### src/rtl/nibble_serial_adder_if.sv
// Operand/result handshake bundle for nibble_serial_adder.
// The sub signal exists only when NIBBLE_SERIAL_ADDER_SUB_EN is defined.
interface nibble_serial_adder_if #(
  parameter int WIDTH = 16
);
  logic             in_valid;
  logic             in_ready;
  logic [WIDTH-1:0] a;
  logic [WIDTH-1:0] b;
  logic             carry_in;
`ifdef NIBBLE_SERIAL_ADDER_SUB_EN
  logic             sub;
`endif
  logic             out_valid;
  logic             out_ready;
  logic [WIDTH-1:0] sum;
  logic             carry_out;
  logic             overflow;

  // Both sides use valid/ready: a transfer happens on a rising edge where
  // valid and ready are both high. Valid never depends on ready.
  modport master (
`ifdef NIBBLE_SERIAL_ADDER_SUB_EN
    output sub,
`endif
    output in_valid, a, b, carry_in, out_ready,
    input  in_ready, out_valid, sum, carry_out, overflow
  );

  modport slave (
`ifdef NIBBLE_SERIAL_ADDER_SUB_EN
    input  sub,
`endif
    input  in_valid, a, b, carry_in, out_ready,
    output in_ready, out_valid, sum, carry_out, overflow
  );
endinterface

### src/rtl/nibble_serial_adder.sv
// Multi-cycle WIDTH-bit adder: one 4-bit chunk per clock, LSB chunk first.
// Optional subtract mode is enabled by defining NIBBLE_SERIAL_ADDER_SUB_EN.
module nibble_serial_adder #(
  parameter int WIDTH = 16
) (
  input  logic                    clk,
  input  logic                    rst_n,
  nibble_serial_adder_if.slave    bus,
  output logic [1:0]              debug_state
);
  localparam int NCHUNK = WIDTH / 4;
  localparam int IW     = (NCHUNK > 1) ? $clog2(NCHUNK) : 1;

  typedef enum logic [1:0] {
    IDLE = 2'd0,
    ADD  = 2'd1,
    DONE = 2'd2
  } state_t;

  state_t           state;
  state_t           state_next;
  logic [IW-1:0]    idx;
  logic [WIDTH-1:0] a_reg;
  logic [WIDTH-1:0] b_reg;
  logic [WIDTH-1:0] partial;
  logic             carry_reg;
  logic [WIDTH-1:0] sum_reg;
  logic             carry_out_reg;
  logic             overflow_reg;

  logic [3:0]       a_chunk;
  logic [3:0]       b_chunk;
  logic [3:0]       chunk_sum;
  logic             chunk_carry;
  logic [3:0]       low3;
  logic             msb_carry_in;
  logic [WIDTH-1:0] partial_next;
  logic             last_chunk;
  logic             sub_sel;

`ifdef NIBBLE_SERIAL_ADDER_SUB_EN
  assign sub_sel = bus.sub;
`else
  assign sub_sel = 1'b0;
`endif

  // One 4-bit ripple slice; low3 recovers the carry into the slice's top bit
  // so overflow can be formed on the final chunk.
  always_comb begin
    a_chunk                        = a_reg[{idx, 2'b00} +: 4];
    b_chunk                        = b_reg[{idx, 2'b00} +: 4];
    {chunk_carry, chunk_sum}       = {1'b0, a_chunk} + {1'b0, b_chunk} + {4'b0000, carry_reg};
    low3                           = {1'b0, a_chunk[2:0]} + {1'b0, b_chunk[2:0]} + {3'b000, carry_reg};
    msb_carry_in                   = low3[3];
    partial_next                   = partial;
    partial_next[{idx, 2'b00} +: 4] = chunk_sum;
    last_chunk                     = (idx == IW'(NCHUNK - 1));
  end

  always_comb begin
    state_next    = state;
    bus.in_ready  = 1'b0;
    bus.out_valid = 1'b0;
    case (state)
      IDLE: begin
        bus.in_ready = 1'b1;
        if (bus.in_valid) state_next = ADD;
      end
      ADD: begin
        if (last_chunk) state_next = DONE;
      end
      DONE: begin
        bus.out_valid = 1'b1;
        if (bus.out_ready) state_next = IDLE;
      end
      default: state_next = IDLE;
    endcase
  end

  always_ff @(posedge clk or negedge rst_n) begin
    if (!rst_n) state <= IDLE;
    else        state <= state_next;
  end

  always_ff @(posedge clk or negedge rst_n) begin
    if (!rst_n) begin
      idx           <= '0;
      a_reg         <= '0;
      b_reg         <= '0;
      partial       <= '0;
      carry_reg     <= 1'b0;
      sum_reg       <= '0;
      carry_out_reg <= 1'b0;
      overflow_reg  <= 1'b0;
    end else begin
      case (state)
        IDLE: begin
          if (bus.in_valid) begin
            // Subtraction is a + ~b + 1, so invert b once at capture.
            a_reg     <= bus.a;
            b_reg     <= sub_sel ? ~bus.b : bus.b;
            carry_reg <= sub_sel ? 1'b1 : bus.carry_in;
            idx       <= '0;
            partial   <= '0;
          end
        end
        ADD: begin
          partial   <= partial_next;
          carry_reg <= chunk_carry;
          if (last_chunk) begin
            idx           <= '0;
            sum_reg       <= partial_next;
            carry_out_reg <= chunk_carry;
            overflow_reg  <= msb_carry_in ^ chunk_carry;
          end else begin
            idx <= idx + IW'(1);
          end
        end
        default: ;
      endcase
    end
  end

  assign bus.sum       = sum_reg;
  assign bus.carry_out = carry_out_reg;
  assign bus.overflow  = overflow_reg;
  assign debug_state   = state;
endmodule

### src/flat_wrapper.sv
// flat-port wrapper written by rule: the top's interface ports become plain ports
module nibble_serial_adder_flat 
#(
  parameter int WIDTH = 16
)
  (clk, rst_n, debug_state, bus_in_valid, bus_a, bus_b, bus_carry_in, bus_out_ready, bus_in_ready, bus_out_valid, bus_sum, bus_carry_out, bus_overflow);
  nibble_serial_adder_if #(.WIDTH(WIDTH)) bus_i ();
  input  logic clk;
  input  logic rst_n;
  output logic [1:0] debug_state;
  input wire logic [$bits(bus_i.in_valid)-1:0] bus_in_valid;
  input wire logic [$bits(bus_i.a)-1:0] bus_a;
  input wire logic [$bits(bus_i.b)-1:0] bus_b;
  input wire logic [$bits(bus_i.carry_in)-1:0] bus_carry_in;
  input wire logic [$bits(bus_i.out_ready)-1:0] bus_out_ready;
  output wire logic [$bits(bus_i.in_ready)-1:0] bus_in_ready;
  output wire logic [$bits(bus_i.out_valid)-1:0] bus_out_valid;
  output wire logic [$bits(bus_i.sum)-1:0] bus_sum;
  output wire logic [$bits(bus_i.carry_out)-1:0] bus_carry_out;
  output wire logic [$bits(bus_i.overflow)-1:0] bus_overflow;
  assign bus_i.in_valid = bus_in_valid;
  assign bus_i.a = bus_a;
  assign bus_i.b = bus_b;
  assign bus_i.carry_in = bus_carry_in;
  assign bus_i.out_ready = bus_out_ready;
  assign bus_in_ready = bus_i.in_ready;
  assign bus_out_valid = bus_i.out_valid;
  assign bus_sum = bus_i.sum;
  assign bus_carry_out = bus_i.carry_out;
  assign bus_overflow = bus_i.overflow;
  nibble_serial_adder #(.WIDTH(WIDTH)) u_core (.clk(clk), .rst_n(rst_n), .bus(bus_i), .debug_state(debug_state));
endmodule
### config.mk
export PLATFORM = sky130hd
export DESIGN_NAME = nibble_serial_adder_flat
export DESIGN_NICKNAME = d
export VERILOG_FILES = /design/src/rtl/nibble_serial_adder_if.sv /design/src/rtl/nibble_serial_adder.sv /design/src/flat_wrapper.sv
export SDC_FILE = /design/constraint.sdc
export NUM_CORES = 1
export LEC_CHECK = 0
export BUFFER_PORTS_ARGS = -buffer_cell sky130_fd_sc_hd__buf_4
export CORE_UTILIZATION = 50
export CTS_CLUSTER_SIZE = 25
export DETAILED_ROUTE_END_ITERATION = 10
export GPL_TIMING_DRIVEN = 1
export HOLD_SLACK_MARGIN = 0.08
export PLACE_DENSITY = 0.83
export SYNTH_ARGS = -nofsm -noshare
export SYNTH_HDL_FRONTEND = slang
export SYNTH_SLANG_ARGS = --single-unit
export TNS_END_PERCENT = 30
### constraint.sdc
create_clock -name clk -period 2.7 [get_ports clk]
set_input_delay 0.54 -clock clk [delete_from_list [all_inputs] [get_ports clk]]
set_output_delay 0.54 -clock clk [all_outputs]
set_load 0.005 [all_outputs]
* After elaboration in Yosys (flattened, before gate mapping)
Cells that the tools add are included.
Cells by class: equal/unequal tests 6, add/sub/neg operators 6, shift operators 4, bitwise gates (word level) 1, reduce and logical (&&, ||, !) cells 6, muxes and demuxes 14
Operators with widths (number):
- $pmux 16 s2 | 1
- $shiftx 16x5->4 | 2
- $bwmux 16 | 1
- $mux 16 | 1
- $shift 4x6->16 const A | 1
- $shiftx 4x6->16 | 1
- $mux 2 | 5
- $neg 4->6 | 1
- $pmux 2 s3 | 1
- $reduce_and 2->1 | 3
- $add 4x4->5 | 1
- $add 5x1->5 | 1
- $add 3x3->4 | 1
- $add 4x1->4 | 1
- $eq 2x2->1 const B | 2
- $ne 2x2->1 const B | 2
- $pmux 2 s2 | 1
- $mux 1 | 3
- $reduce_and 3->1 | 1
- $add 2x1->2 const B | 1
- $eq 2x1->1 const B | 1
- $logic_not 2->1 | 1
- $ne 2x1->1 const B | 1
- $pmux 1 s2 | 1
- 2 further kinds | 2
Storage, ports and cells: input port bits 37, bits in registers 71, word-level logic and storage cells 46

* Logic depth before layout (Yosys ltp)
depth after elaboration 6, mapped depth 8, gate-level depth less buffers 7

* Least setup slack after synthesis
No wires, ideal clock.
path type register to register, start point register u_core.idx[0], end point register u_core.partial[2], cell stages (with the launch flop) 8, buffers on the path 1, period minus slack after synthesis 2.747 ns, path slack -0.047 ns, library setup time 0.121 ns, data required time 2.579 ns, data arrival time 2.626 ns, path through dfrtp_1 > buf_6 > mux4_1 > fa_1 > fa_1 > xor2_1 > and2_1 > a22o_1
Between the ends: cells in the longest elaborated chain, start to end 6, elaborated cells between the ends (all ways) 9, those cells by class 3 x add/sub; 4 x shift; 2 x mux
RTL lines:
- start: declaration | line nibble_serial_adder.sv:22 | logic [IW-1:0] idx;
- start signal: assignment | line nibble_serial_adder.sv:116 | idx <= idx + IW'(1);
- $shiftx 16x5->4, on equally long branches | line nibble_serial_adder.sv:50, nibble_serial_adder.sv:51
- $add 4x4->5 | line nibble_serial_adder.sv:52 | {chunk_carry, chunk_sum} = {1'b0, a_chunk} + {1'b0, b_chunk} + {4'b0000, carry_reg};
- $add 5x1->5 | line nibble_serial_adder.sv:52
- $shiftx 4x6->16 | line nibble_serial_adder.sv:56 | partial_next[{idx, 2'b00} +: 4] = chunk_sum;
- $bwmux 16 (*) | line nibble_serial_adder.sv:56
- $pmux 16 s2 (*) | line nibble_serial_adder.sv:96 | case (state)
- end signal: assignment | line nibble_serial_adder.sv:108 | partial <= partial_next;
- end: declaration | line nibble_serial_adder.sv:25 | logic [WIDTH-1:0] partial;
Mark *: on every way between the ends. The rest lies on a longest branch, timed or not. A chain may end at the register's enable or synchronous reset.

* Final worst setup path
start point register u_core.idx[0], end point register u_core.sum_reg[11] (netlist: u_core.bus.sum[11])
Between the ends: cells in the longest elaborated chain, start to end 5, elaborated cells between the ends (all ways) 10, those cells by class 3 x add/sub; 1 x eq/ne; 4 x shift; 1 x mux; 1 x reduce/logical
RTL lines:
- $shiftx 16x5->4, on equally long branches | line nibble_serial_adder.sv:50, nibble_serial_adder.sv:51
- $add 4x4->5 | line nibble_serial_adder.sv:52
- $add 5x1->5 | line nibble_serial_adder.sv:52
- $shiftx 4x6->16 | line nibble_serial_adder.sv:56
- $bwmux 16 | line nibble_serial_adder.sv:56
- end signal: assignment | line nibble_serial_adder.sv:112 | sum_reg <= partial_next;
- end: declaration | line nibble_serial_adder.sv:27 | logic [WIDTH-1:0] sum_reg;
Several ways; a longest one is shown, not always the timed one.

==> results.cfg <==
[outcome]
status = finished with violations
violations = DRC

[cells_and_area]
fin_cells = 400
finish.utilization = 0.639
nFillCells = 493
drive_gt1_frac = 0.396
diodes = 0
final_nets = 366
synthToLayoutAreaGrowth_pct = 21.8

[logic_synthesis]
synthCells = 259
ys_seq_area_frac = 0.527
synth-simple-area-share = 0.0903
synth.most_common_cell = dfrtp_1
synth_mux_area_frac = 0.169
yosysTopAreaCell = dfrtp_1
avgSynthCellArea_um2 = 13.0
ys_ff_latch = 71
syn_nets = 307
ys_top_cells_by_area = dfrtp_1, mux2_2, mux4_1, a32o_1, ha_1
ys_types = 37
yosys.area_share.xor_xnor = 0.0104
synth_compound_area_frac = 0.126
synth_common_cells = dfrtp_1, mux2_2, a21oi_1, nand2_1, o21ai_0
yosys_warnings = 0
yosys.area.top_type_share = 0.527
ys.flop_type = dfrtp_1
synth_top_family_by_area = multiplexers
yosys.area_share.adder = 0.0453
netlist_area_mm2 = 0.00337
synth-edff-count = 0
async_flop_share = 1.00

[power]
leakage_nw = 1.86
p_per_area_mw_per_mm2 = 1400
peakVddDrop_mv = 0.756

[drt]
antenna_left = 0
drc = 12
vias = 2286
drtPass1Iterations = 7
wire_per_inst_um = 16.4
routed_via_density = 5.72
wl_mm = 6.54
drt_iter0_drc = 134

[clocking]
cts_hold_buf = 0
clkLatencyLatePin_ns = 0.35
cts_tree = built
cts_buffers = 9
cts.path.max_buffers = 2
cts_root_buffer = clkbuf_8
cts.reportedPaths.clkPinSlew_ns = 0.07
htreeDepth = 3
cts.sinks = 71

[floorplan]
num_rows = 29
dieArea_mm2 = 0.00707
core_mm2 = 0.00642
start_util = 0.524
ios = 59
die_h_um = 84.1
dieWidth_um = 84.1

[worst_hold_path]
hold_class = input port to async pin

[global_routing]
grt_overflow_total = 0
grt_max_degree = 72
antenna_found_initial = 0
grtUsageMet2 = 0.349
grt_pass1_vias = 2394
met3_usage = 0.0534
grt_pass1_wl_mm = 11.3
grt_usage = 0.209
use_met1 = 0.259
grt-busiest-layer = met2

[timing]
fin_crit_sh = 0.959
tns_ns = 0
fin_skew_ns = 0.00532
final_hold_viol_count = 0
maxClockFrequency_mhz = 386
slew_headroom = 0.423
drv_slew = 0
max_slew.worst_pin.slew_ns = 0.866
fin_crit_ns = 2.59
finalSetupViolCount = 0
rsz0062_at_grt = true

[worst_setup_path]
rr_worst_depth = 7
cp-start-kind = flip-flop
path_class = flip-flop to flip-flop
reg2reg_slack_ns = 0.11
r2r_end = u_core.bus.sum[11]
endpoint_kind = flip-flop
required_ns = 2.92
r2r-start = u_core.idx[0]
arrival_ns = 2.81
worst-path-max-fanout = 5

[placement]
port_buffers = 58
dp.cells = 384
place.detailed.hpwl_mm = 4.68
place_congestion = 0.772

[job]
drv_cap = 0
==> cell type report <==
class	count	area (um^2)	area share
Sequential cell	71	1780	0.433
Multi-Input combinational cell	167	1490	0.364
Timing Repair Buffer	65	500	0.122
Clock buffer	12	165	0.0402
Tap cell	77	96.3	0.0235
Clock inverter	4	52.6	0.0128
Inverter	4	20.0	0.00488
==> power by group <==
group	internal, mW	switching (mW)
Sequential	1.53	0.282
Combinational	1.45	1.59
Clock	0.502	0.397
==> metrics by stage <==
stage	area (um^2)	worst slack (ns)	hold WS (ns)	total power, mW
3_3_place_gp	3880	0.178	0.464	4.75
4_1_cts	4100	0.0759	0.334	5.77
2_1_floorplan	3370	0.0366	0.244	3.86
6_report	4100	0.111	0.316	5.75
3_5_place_dp	3880	0.0961	0.472	4.86
5_1_grt	4100	-0.0162	0.383	6.17
==> cell usage in the layout (no fill, tap or decap), drive strengths merged, types with 2 or more instances in the layout <==
cell      netlist  final
a21o            2      2
a21oi          18     18
a22o            4      4
a32o           12     12
and4bb          2      2
buf             9     65
clkbuf          8     12
clkinvlp        0      3
dfrtp          71     71
fa              2      2
ha              9      9
inv             4      4
mux2           32     32
mux4            8      8
nand2          16     16
nand2b          2      2
nand3           4      4
nor2b          13     13
nor3b           5      5
o21ai          24     24
xnor2           2      2
xor2            2      2
==> routing by layer <==
metal	share of wire	wire length, um	up-vias
met3	0.056	369	11
met1	0.41	2710	1135
met2	0.51	3340	73
met4	0.019	127	0
li1	-	-	1067
met5	0	0	-
==> worst max-delay path, cell delays in order, from the launching register on <==
cell and delay (ns):
dfrtp_1 0.42, buf_4 0.18, mux4_1 0.63, ha_1 0.32, a21o_1 0.20, a21oi_2 0.25
xor2_1 0.32, o21ai_0 0.15
==> how the worst max path moves through the flow <==
stage	end	start	cells after the start
6_report	u_core.bus.sum[11]	u_core.idx[0]	7
3_5_place_dp	u_core.bus.sum[11]	u_core.idx[0]	7
4_1_cts	u_core.bus.sum[11]	u_core.idx[0]	7
3_3_place_gp	u_core.bus.overflow	u_core.idx[0]	7
2_1_floorplan	u_core.partial[2]	u_core.idx[0]	7
5_1_grt	u_core.bus.sum[3]	u_core.idx[0]	7
==> cell families after synthesis <==
family | after synthesis
xor gates and xnor gates | 4
muxes | 40
adders and majority gates | 11
and+or+nand+nor | 49
AOI/OAI and AO/OA | 63
buffers and inverters | 21
DFF | 71
==> repair_timing <==
item,CTS,global route
buffers inserted,0,0
gates resized for setup,0,1
setup endpoints to repair,0,3
No activity file was read; power rests on OpenSTA's default activity.
